## src/rtl/serial_sub_pkg.sv

```systemverilog
// Shared types and constants for the bit-serial subtractor.
package serial_sub_pkg;

    typedef enum logic [1:0] {
        IDLE = 2'd0,
        RUN  = 2'd1,
        DONE = 2'd2
    } state_t;

    localparam int WIDTH_DEF = 8;
    localparam int CNT_W_DEF = $clog2(WIDTH_DEF);

endpackage

```

## src/rtl/full_sub_cell.sv

```systemverilog
// One-bit full subtractor: d = x - y - bin, bout is the borrow out.
module full_sub_cell (
    input  logic x,
    input  logic y,
    input  logic bin,
    output logic d,
    output logic bout
);

    assign d    = x ^ y ^ bin;
    assign bout = (~x & y) | (~(x ^ y) & bin);

endmodule

```

## src/rtl/serial_subtractor.sv

```systemverilog
// Bit-serial A - B, LSB first, one full-subtractor cell plus a borrow flop.
//  state | meaning
//  IDLE  | waiting for start
//  RUN   | shifting one bit per clock, WIDTH clocks
//  DONE  | one-cycle result pulse; start here is accepted like IDLE
module serial_subtractor
    import serial_sub_pkg::*;
#(
    parameter int WIDTH = WIDTH_DEF
) (
    input  logic             clk,
    input  logic             rst,
    input  logic             start,
    input  logic [WIDTH-1:0] a,
    input  logic [WIDTH-1:0] b,
    output logic             busy,
    output logic             done,
    output logic [WIDTH-1:0] diff,
    output logic             borrow_out
);

    localparam int CNT_W = $clog2(WIDTH);

    state_t             state_q, state_d;
    logic [WIDTH-1:0]   sa_q, sa_d;
    logic [WIDTH-1:0]   sb_q, sb_d;
    logic [WIDTH-2:0]   res_q, res_d;
    logic [CNT_W-1:0]   cnt_q, cnt_d;
    logic               bor_q, bor_d;
    logic               busy_q, busy_d;
    logic               done_q, done_d;
    logic [WIDTH-1:0]   diff_q, diff_d;
    logic               borrow_q, borrow_d;

    logic               cell_d;
    logic               cell_bout;
    logic [WIDTH-1:0]   word;

    full_sub_cell u_cell (
        .x    (sa_q[0]),
        .y    (sb_q[0]),
        .bin  (bor_q),
        .d    (cell_d),
        .bout (cell_bout)
    );

    // New bit enters at the MSB; after WIDTH shifts the word is complete.
    assign word = {cell_d, res_q};

    always_comb begin
        state_d  = state_q;
        sa_d     = sa_q;
        sb_d     = sb_q;
        res_d    = res_q;
        cnt_d    = cnt_q;
        bor_d    = bor_q;
        busy_d   = busy_q;
        done_d   = 1'b0;
        diff_d   = diff_q;
        borrow_d = borrow_q;

        case (state_q)
            IDLE, DONE: begin
                busy_d  = 1'b0;
                state_d = IDLE;
                if (start) begin
                    sa_d    = a;
                    sb_d    = b;
                    res_d   = '0;
                    cnt_d   = '0;
                    bor_d   = 1'b0;
                    busy_d  = 1'b1;
                    state_d = RUN;
                end
            end
            RUN: begin
                sa_d  = sa_q >> 1;
                sb_d  = sb_q >> 1;
                res_d = word[WIDTH-1:1];
                bor_d = cell_bout;
                cnt_d = cnt_q + 1'b1;
                if (cnt_q == CNT_W'(WIDTH - 1)) begin
                    diff_d   = word;
                    borrow_d = cell_bout;
                    busy_d   = 1'b0;
                    done_d   = 1'b1;
                    state_d  = DONE;
                end
            end
            default: begin
                busy_d  = 1'b0;
                state_d = IDLE;
            end
        endcase
    end

    always_ff @(posedge clk or posedge rst) begin
        if (rst) begin
            state_q  <= IDLE;
            sa_q     <= '0;
            sb_q     <= '0;
            res_q    <= '0;
            cnt_q    <= '0;
            bor_q    <= 1'b0;
            busy_q   <= 1'b0;
            done_q   <= 1'b0;
            diff_q   <= '0;
            borrow_q <= 1'b0;
        end else begin
            state_q  <= state_d;
            sa_q     <= sa_d;
            sb_q     <= sb_d;
            res_q    <= res_d;
            cnt_q    <= cnt_d;
            bor_q    <= bor_d;
            busy_q   <= busy_d;
            done_q   <= done_d;
            diff_q   <= diff_d;
            borrow_q <= borrow_d;
        end
    end

    assign busy       = busy_q;
    assign done       = done_q;
    assign diff       = diff_q;
    assign borrow_out = borrow_q;

endmodule
```

## config.mk

```make
export PLATFORM = sky130hd
export DESIGN_NAME = serial_subtractor
export DESIGN_NICKNAME = d
export VERILOG_FILES = /design/src/rtl/serial_sub_pkg.sv /design/src/rtl/full_sub_cell.sv /design/src/rtl/serial_subtractor.sv
export SDC_FILE = /design/constraint.sdc
export NUM_CORES = 1
export LEC_CHECK = 0
export CORE_ASPECT_RATIO = 1.75
export CORE_MARGIN = 4
export CORE_UTILIZATION = 49
export CTS_BUF_LIST = sky130_fd_sc_hd__clkbuf_4 sky130_fd_sc_hd__clkbuf_8 sky130_fd_sc_hd__clkbuf_16
export CTS_CLUSTER_DIAMETER = 100
export DETAILED_ROUTE_END_ITERATION = 16
export DONT_BUFFER_PORTS = 1
export SYNTH_ARGS = -nofsm -noshare
export SYNTH_HDL_FRONTEND = slang
export SYNTH_SLANG_ARGS = --single-unit
```

## constraint.sdc

```tcl
create_clock -name clk -period 2.9 [get_ports clk]
set_clock_uncertainty 0.05 [all_clocks]
set_input_delay 0.435 -clock clk [delete_from_list [all_inputs] [get_ports clk]]
set_output_delay 0.435 -clock clk [all_outputs]
set_load 0.1 [all_outputs]
```

==> results.py, run 1 <==
metrics = {
    "setup_path": {
        "path_class": "reg -> reg",
        "required_ps": 3020,
        "reg2reg_depth": 3,
        "worstSetupEndpointType": "flip-flop",
        "start_kind": "flip-flop",
        "r2r_end": "sa_q[3]$_DFFE_PP0P_",
        "arrival_ps": 2040,
        "critPathLaunch": "state_q[0]$_DFFE_PP0P_",
        "cp_max_fo": 19,
        "worstSetupEndpoint": "sa_q[3]$_DFFE_PP0P_",
        "reg2reg_slack_ps": 980,
        "r2r-start": "state_q[0]$_DFFE_PP0P_",
    },
    "timing": {
        "fin_tns_setup_ps": 0,
        "rsz0062_at_grt": "false",
        "fin_ws_ps": 982.7,
        "finalCritPeriodShare": 0.6611,
        "finalSetupViolCount": 0,
        "slew_headroom": 0.3931,
        "fmax_ghz": 0.5216,
        "finalMaxSlewViolations": 0,
        "max_slew.worst_pin.slew_ps": 910.3,
        "final.min_clock_period_ps": 1917,
        "hold_viol": 0,
    },
    "min_path": {
        "hp-class": "in -> async",
    },
    "global_route": {
        "antenna_found_initial": 0,
        "grt_pass1_vias": 1097,
        "track_usage": 0.1594,
        "overflow": 0,
        "grt_max_degree": 41,
        "grt_pass1_wl_mm": 5.306,
    },
    "clock_tree": {
        "htreeDepth": 2,
        "post_cts_buffers": 0,
        "cts.repair.resized": 0,
        "clk_pin_slew_ps": 80,
        "root_buffer": "clkbuf_8",
        "holdBufCountCts": 0,
        "numClockSinks": 40,
        "cts_buffer_depth": 2,
        "cts_tree": "yes",
        "clk_latency_ps": 290,
        "cts_buffers": 5,
    },
    "place": {
        "dp_cells": 177,
        "place_congestion": 0.7167,
        "place_ws_ps": 995.2,
        "dp_hpwl_mm": 2.208,
        "io_buffers": 0,
    },
    "yosys": {
        "yosysTopAreaCell": "dfrtp_1",
        "synth_nets": 163,
        "seq_area_frac_synth": 0.5739,
        "synth_cell_type_count": 28,
        "yosysWarnings": 0,
        "ys_top_cells_by_area": "dfrtp_1 57%, mux2_2 5.8%, a22o_1 5.0%, mux2i_1 3.4%, buf_6 3.2%",
        "avgSynthCellArea_um2": 12.37,
        "synth_seq_cells": 40,
        "yosys.area.top_type_share": 0.5739,
        "syn_inst": 141,
        "synth_area_um2": 1744,
    },
    "route": {
        "vias": 1043,
        "ant_nets": 0,
        "vias_per_cell": 5.638,
        "route.detailed.drc": 0,
        "drt-pass1-iter-count": 4,
        "avgRoutedWirePerCell_um": 16.86,
        "drt_iter0_drc": 22,
        "wl_mm": 3.119,
    },
    "floorplan": {
        "io_pins": 30,
        "num_rows": 28,
        "die_w_um": 53.10,
        "dieArea_um2": 4616,
        "start_util": 0.5133,
        "coreArea_um2": 3398,
        "fp.dieH_um": 86.93,
    },
    "cells_and_area": {
        "syn2layout_area_growth_pct": 4.089,
        "final_common_cell": "dfrtp_1",
        "diodes": 0,
        "layout-drive-gt1-share": 0.1500,
        "fin_cells": 185,
        "final_cell_mix": "40 x dfrtp_1, 10 x a22o_1, 9 x o22ai_1, 9 x nor2_1, 9 x mux2_2",
        "nNetsFinal": 161,
    },
    "job": {
        "drv_cap": 0,
    },
    "outcome": {
        "status": "finished clean",
    },
}
-- cell families (layout without fill, tap and decap cells) --
logic type,Yosys count,after routing,synth area share
flops,40,40,0.5739
compound gates,34,34,0.1356
simple gates,33,33,0.1105
buf+inv,16,15,0.06169
mux,15,15,0.09254
fa+ha+maj,3,3,0.02582
-- flip-flops by register name, summed over array words and instances (netlist names) --
signal	cells
sa_q	8
diff	8
state_q	2
borrow_out	1
done	1
sb_q	8
busy	1
res_q	7
bor_q	1
cnt_q	3
-- per-layer routing --
metal	vias to the layer above	global-route usage	part of all wire
li1	499	-	-
met1	512	0.1901	0.41
met2	26	0.2579	0.52
met3	6	0.05146	0.053
met4	0	0.06977	0.020
met5	-	0	0
-- cell type report --
cell class / instances / area, um2
fillers: 300 / 1583
flip-flops and latches: 40 / 1001
multi-input cells: 85 / 635.6
clock buffers: 6 / 82.58
well taps: 45 / 56.30
inverters: 6 / 22.52
clock inverters: 2 / 10.01
repair buffers: 1 / 7.507
-- synthesized netlist by cell type, drive strengths merged --
master  count
a22o       10
nor2       10
o22ai       9
a22oi       1
nand3       4
nand3b      1
nor3        8
clkbuf      1
fa          1
mux2        9
nor2b       5
nand2       2
ha          2
o31ai       1
inv         6
buf         9
a21oi       4
nand2b      2
and3b       1
dfrtp      40
o21ai       5
a211oi      3
mux2i       6
a221o       1
-- critical path, cell delays in order (launching register included) --
cell and delay (ps):
dfrtp_1 580, nor2b_1 700, nor2_4 140, a221o_1 320
-- worst min path at each step --
stage               slack [ps]            startpoint              endpoint
floorplan                  410  res_q[0]$_DFFE_PP0P_  res_q[0]$_DFFE_PP0P_
global placement           420                   rst   diff[5]$_DFFE_PP0P_
detailed placement         430                   rst   diff[5]$_DFFE_PP0P_
CTS                        110                   rst   diff[6]$_DFFE_PP0P_
global route               150                   rst  cnt_q[0]$_DFFE_PP0P_
finish                     100                   rst   diff[6]$_DFFE_PP0P_
-- stage by stage --
step	area (um2)	hold WS, ps	utilization
3_5_place_dp	1723	433.2	0.5070
3_3_place_gp	1723	416.8	0.5070
6_report	1815	95.17	0.5342
2_1_floorplan	1744	412.0	-
5_1_grt	1815	146.7	0.5342
4_1_cts	1815	114.9	0.5342
Power of run 1 is left out: the tool's default activity adds up to more than one toggle a clock period on the data nets, which glitch-free logic cannot reach.
==> run 2, diff against run 1 <==
Clock period 2.9 ns to 2 ns, I/O delays scaled along.
==> run 2 against run 1 <==
  * Critical path depth increased by 1
  * Core utilization increased by 1.8 points
  * Worst setup slack got worse by 570 ps
  * Register-to-register slack got worse by 570 ps
  * Die area unchanged
  * Sequential cell count unchanged
  * Largest cell class unchanged
  * Highest routed layer unchanged
==> results.py, run 2 (synthesis results as in run 1) <==
metrics = {
    "floorplan": {
        "fp.dieH_um": 86.93,
        "start_util": 0.5133,
        "coreArea_um2": 3398,
        "io_pins": 30,
        "num_rows": 28,
        "dieArea_um2": 4616,
        "die_w_um": 53.10,
    },
    "route": {
        "wl_mm": 3.106,
        "route.detailed.drc": 0,
        "vias": 1085,
        "ant_nets": 0,
        "vias_per_cell": 5.651,
        "drt-pass1-iter-count": 3,
        "avgRoutedWirePerCell_um": 16.18,
        "drt_iter0_drc": 22,
    },
    "timing": {
        "fmax_ghz": 0.6320,
        "fin_tns_setup_ps": 0,
        "finalMaxSlewViolations": 0,
        "finalCritPeriodShare": 0.7912,
        "final.min_clock_period_ps": 1582,
        "slew_headroom": 0.3965,
        "finalSetupViolCount": 0,
        "rsz0062_at_grt": "false",
        "max_slew.worst_pin.slew_ps": 905.3,
        "hold_viol": 0,
    },
    "clock_tree": {
        "cts_buffers": 5,
        "post_cts_buffers": 0,
        "clk_pin_slew_ps": 70,
        "cts_tree": "yes",
        "root_buffer": "clkbuf_8",
        "clk_latency_ps": 280,
        "htreeDepth": 2,
        "holdBufCountCts": 1,
        "numClockSinks": 40,
        "cts.repair.resized": 0,
        "cts_buffer_depth": 2,
    },
    "setup_path": {
        "cp_max_fo": 12,
        "required_ps": 2120,
        "critPathLaunch": "cnt_q[0]$_DFFE_PP0P_",
        "worstSetupEndpointType": "flip-flop",
        "reg2reg_depth": 4,
        "r2r-start": "cnt_q[0]$_DFFE_PP0P_",
        "worstSetupEndpoint": "diff[2]$_DFFE_PP0P_",
        "reg2reg_slack_ps": 420,
        "r2r_end": "diff[2]$_DFFE_PP0P_",
        "start_kind": "flip-flop",
        "path_class": "reg -> reg",
        "arrival_ps": 1700,
    },
    "place": {
        "place_congestion": 0.7407,
        "io_buffers": 0,
        "dp_hpwl_mm": 2.189,
    },
    "cells_and_area": {
        "diodes": 0,
        "syn2layout_area_growth_pct": 7.532,
        "register_area_um2": 1001,
        "nNetsFinal": 168,
        "n_fill_cell": 307,
        "final_common_cell": "dfrtp_1",
        "layout-drive-gt1-share": 0.1837,
        "final_cell_mix": "40 x dfrtp_1, 10 x a22o_1, 9 x o22ai_1, 9 x nor2_1, 9 x mux2_2",
        "multi_input_area_um2": 635.6,
    },
    "outcome": {
        "status": "finished clean",
    },
    "min_path": {
        "hp-class": "in -> reg",
        "min_from": "b[6]",
    },
    "global_route": {
        "grt_pass1_vias": 1160,
        "grt_pass1_wl_mm": 5.230,
        "grt_max_degree": 41,
        "antenna_found_initial": 0,
        "track_usage": 0.1554,
        "overflow": 0,
    },
    "job": {
        "drv_cap": 0,
    },
}
==> run 2: changes by cell type in the layout (fill, tap and decap cells not counted) <==
cell	change
buf_4	+6
clkinv_2	-2
clkbuf_4	+1
clkinvlp_4	+1
dlygate4sd3_1	+1
==> run 2: worst min path at each step <==
stage,end,slack [ps],cells past startpoint
4_1_cts,sb_q[6]$_DFFE_PP0P_,90,2
3_3_place_gp,diff[5]$_DFFE_PP0P_,280,2
3_5_place_dp,diff[6]$_DFFE_PP0P_,300,2
6_report,sb_q[6]$_DFFE_PP0P_,100,2
2_1_floorplan,sb_q[6]$_DFFE_PP0P_,380,2
5_1_grt,sb_q[6]$_DFFE_PP0P_,110,2
==> run 2: critical path: stages, from the launching register on <==
cell and delay (ps):
dfrtp_1 410, ha_1 220, ha_1 240, nand3b_4 190, mux2_2 350
==> run 2: metrics by stage <==
stage / hold WS (ps) / worst slack [ps] / util / std cells / area, um2
5_1_grt: 111.6 / 381.5 / 0.5519 / 192 / 1876
3_5_place_dp: 297.9 / 423.9 / 0.5203 / 183 / 1768
3_3_place_gp: 283.6 / 428.3 / 0.5203 / 183 / 1768
4_1_cts: 93.35 / 409.2 / 0.5519 / 192 / 1876
2_1_floorplan: 378.1 / 504.1 / - / 141 / 1744
6_report: 103.2 / 417.6 / 0.5519 / 192 / 1876
==> run 2: area by class of cell <==
class	instances	area share
Timing Repair Buffer	8	0.03336
Clock inverter	1	0.004003
Tap cell	45	0.03002
Multi-Input combinational cell	85	0.3389
Clock buffer	7	0.04803
Sequential cell	40	0.5337
Inverter	6	0.01201
==> run 2: layer usage <==
metal	share of wire	track usage	vias up	wire length, um
met1	0.43	0.1931	538	1333
met2	0.51	0.2511	26	1574
met5	0	0	-	0
met4	0.012	0.04884	0	36
li1	-	-	517	-
met3	0.052	0.05317	4	161
Power of run 2 is left out for the same reason.
==> run 3, diff against run 2 <==
Settings changed: ABC_AREA from default to 1, PLACE_DENSITY from default to 0.66.
Clock period 2 ns to 1.4 ns, I/O delays scaled along.
==> run 3 against run 2 <==
  * Sequential share of layout area decreased by 8.5 points
  * Worst hold slack got worse by 90 ps
  * Register-to-register slack got worse by 300 ps
  * Worst setup slack worse by 300 ps
  * Synthesized cell count increased by 57%
  * Synthesized area up 10%
  * First-iteration DRC count up 27%
  * Non-clock buffer count up 16
  * Critical path depth unchanged
  * Core utilization rose by 5.1 points
  * Maximum frequency increased by 23%
  * Via count rose by 28%
  * Critical path type unchanged
  * Critical endpoint is now bor_q$_DFFE_PP0P_
  * Largest cell class unchanged
  * Highest routed layer unchanged
==> results.py, run 3 <==
metrics = {
    "global_route": {
        "antenna_found_initial": 0,
        "grt_pass1_wl_mm": 6.417,
        "overflow": 0,
        "track_usage": 0.1590,
        "grt_pass1_vias": 1469,
        "grt_max_degree": 41,
    },
    "yosys": {
        "synth_edf_count": 0,
        "seq_area_frac_synth": 0.5219,
        "ys_top_cells_by_area": "dfrtp_1 52%, nand2_1 14%, inv_1 8.0%, nand3_1 7.3%, o21ai_2 3.7%",
        "yosysTopAreaCell": "dfrtp_1",
        "synth.top_cells.by_count": "70 x nand2_1, 41 x inv_1, 40 x dfrtp_1",
        "synth_nets": 244,
        "yosys.area.top_type_share": 0.5219,
        "yosysWarnings": 0,
        "synth-async-reset-ratio": 1.000,
        "ys.flop_type": "dfrtp_1",
        "synth_seq_cells": 40,
        "syn_inst": 222,
        "synth_area_um2": 1918,
        "avgSynthCellArea_um2": 8.640,
        "synth_cell_type_count": 20,
        "yosysMostFrequentCell": "nand2_1",
    },
    "floorplan": {
        "fp.dieH_um": 90.77,
        "num_rows": 29,
        "dieArea_um2": 5019,
        "coreArea_um2": 3701,
        "die_w_um": 55.30,
        "io_pins": 30,
        "start_util": 0.5183,
    },
    "setup_path": {
        "critPathBufInv": 1,
        "crit_slowest_cell": "fa_2",
        "start_kind": "flip-flop",
        "worstSetupEndpointType": "flip-flop",
        "crit_chain": "inv_1, fa_2, or2_2, o21ai_0",
        "reg2reg_slack_ps": 110,
        "required_ps": 1560,
        "cp_top_family": "adder cells",
        "arrival_ps": 1450,
        "cp_max_fo": 2,
        "path_class": "reg -> reg",
        "critPathMaxStageDelay_ps": 390,
    },
    "timing": {
        "finalMaxSlewViolations": 0,
        "rsz0062_at_grt": "false",
        "slew_headroom": 0.6667,
        "hold_viol": 0,
        "fin_tns_setup_ps": 0,
        "final.min_clock_period_ps": 1285,
        "max_slew.worst_pin.slew_ps": 499.9,
        "finalCritPeriodShare": 0.9179,
        "finalSetupViolCount": 0,
        "fin_ws_ps": 114.9,
        "holdWs_ps": 13.60,
        "fmax_ghz": 0.7781,
    },
    "cells_and_area": {
        "layout-drive-gt1-share": 0.2033,
        "syn2layout_area_growth_pct": 16.24,
        "final_common_cell": "nand2_1",
        "diodes": 0,
        "final_cell_mix": "70 x nand2_1, 41 x inv_1, 40 x dfrtp_1, 28 x nand3_1, 21 x buf_4",
        "n_fill_cell": 360,
        "final_area_um2": 2230,
        "nNetsFinal": 267,
    },
    "route": {
        "drt_iter0_drc": 28,
        "vias": 1392,
        "drt-pass1-iter-count": 4,
        "wl_mm": 3.591,
        "vias_per_cell": 4.767,
        "ant_nets": 0,
        "avgRoutedWirePerCell_um": 12.30,
        "route.detailed.drc": 0,
    },
    "clock_tree": {
        "clk_latency_ps": 290,
        "numClockSinks": 40,
        "cts_buffers": 5,
        "root_buffer": "clkbuf_8",
        "cts_tree": "yes",
        "cts_buffer_depth": 2,
        "htreeDepth": 2,
        "clk_pin_slew_ps": 80,
    },
    "place": {
        "io_buffers": 0,
        "place_congestion": 0.7417,
        "placedInstanceArea_um2": 2057,
        "place_ws_ps": 62.31,
        "dp_hpwl_mm": 2.400,
    },
    "min_path": {
        "hp-class": "in -> reg",
    },
    "job": {
        "drv_cap": 0,
    },
    "outcome": {
        "status": "finished clean",
    },
}
[run 3: changes by cell type in the layout (fill, tap and decap cells not counted), sizes merged, moves of 6 or more]
cell and delta:
nor2 -7, nor3 -8, o22ai -9, inv +38
buf +15, nand3 +24, mux2 -9, mux2i -6
o21ai +14, a22o -10, nand2 +73
[run 3: cell families (layout without fill, tap and decap cells)]
group,count (synthesis),in the layout,synth area share
and+or+nand+nor,106,107,0.2557
AOI/OAI and AO/OA,20,20,0.06784
adders and majority gates,3,3,0.02348
DFF,40,40,0.5219
buffers and inverters,53,76,0.1311
[run 3: what timing repair did]
| action | CTS | global route |
|---|---|---|
| buffers inserted | 0 | 2 |
| gates resized for setup | 0 | 2 |
| endpoints found under the setup margin | 0 | 8 |
| hold buffers | 2 | 0 |
| hold endpoints to repair | 41 | 0 |
[run 3: metal layers]
metal  part of all wire  global-route usage  wire length, um
met5                  0                   0                0
met2               0.53              0.2895             1921
met4              0.020             0.06694               71
met1               0.41              0.1699             1465
met3              0.037             0.03863              133
[run 3: worst reg2reg max path, delay by kind of cell (launching register included)]
family	cells	cell delay (ps)
simple gates	1	290
flops	1	350
compound gates	1	70
fa+ha+maj	1	390
buf+inv	1	70
[run 3: layout make-up]
class	instances	area [um2]	area share
flip-flops and latches	40	1001	0.4489
multi-input cells	130	676.9	0.3036
repair buffers	24	197.7	0.08866
inverters	44	170.2	0.07632
clock buffers	7	96.34	0.04321
well taps	46	57.56	0.02581
clock inverters	1	30.03	0.01347
[run 3: worst paths after layout]
kind | startpoint | end | cells past startpoint
hold / removal | b[7] | sb_q[7]$_DFFE_PP0P_ | 2
max in group asynchronous | rst | done$_DFF_PP0_ | 3
min in group asynchronous | rst | res_q[1]$_DFFE_PP0P_ | 3
hold reg to reg | sa_q[2]$_DFFE_PP0P_ | sa_q[2]$_DFFE_PP0P_ | 2
setup / recovery | sb_q[0]$_DFFE_PP0P_ | bor_q$_DFFE_PP0P_ | 4
setup reg to reg | sb_q[0]$_DFFE_PP0P_ | bor_q$_DFFE_PP0P_ | 4
[run 3: metrics by stage]
stage	std cells	utilization
2_1_floorplan	222	-
3_3_place_gp	279	0.5558
3_5_place_dp	279	0.5558
4_1_cts	289	0.5953
5_1_grt	292	0.6024
6_report	292	0.6024
Power of run 3 is left out for the same reason.
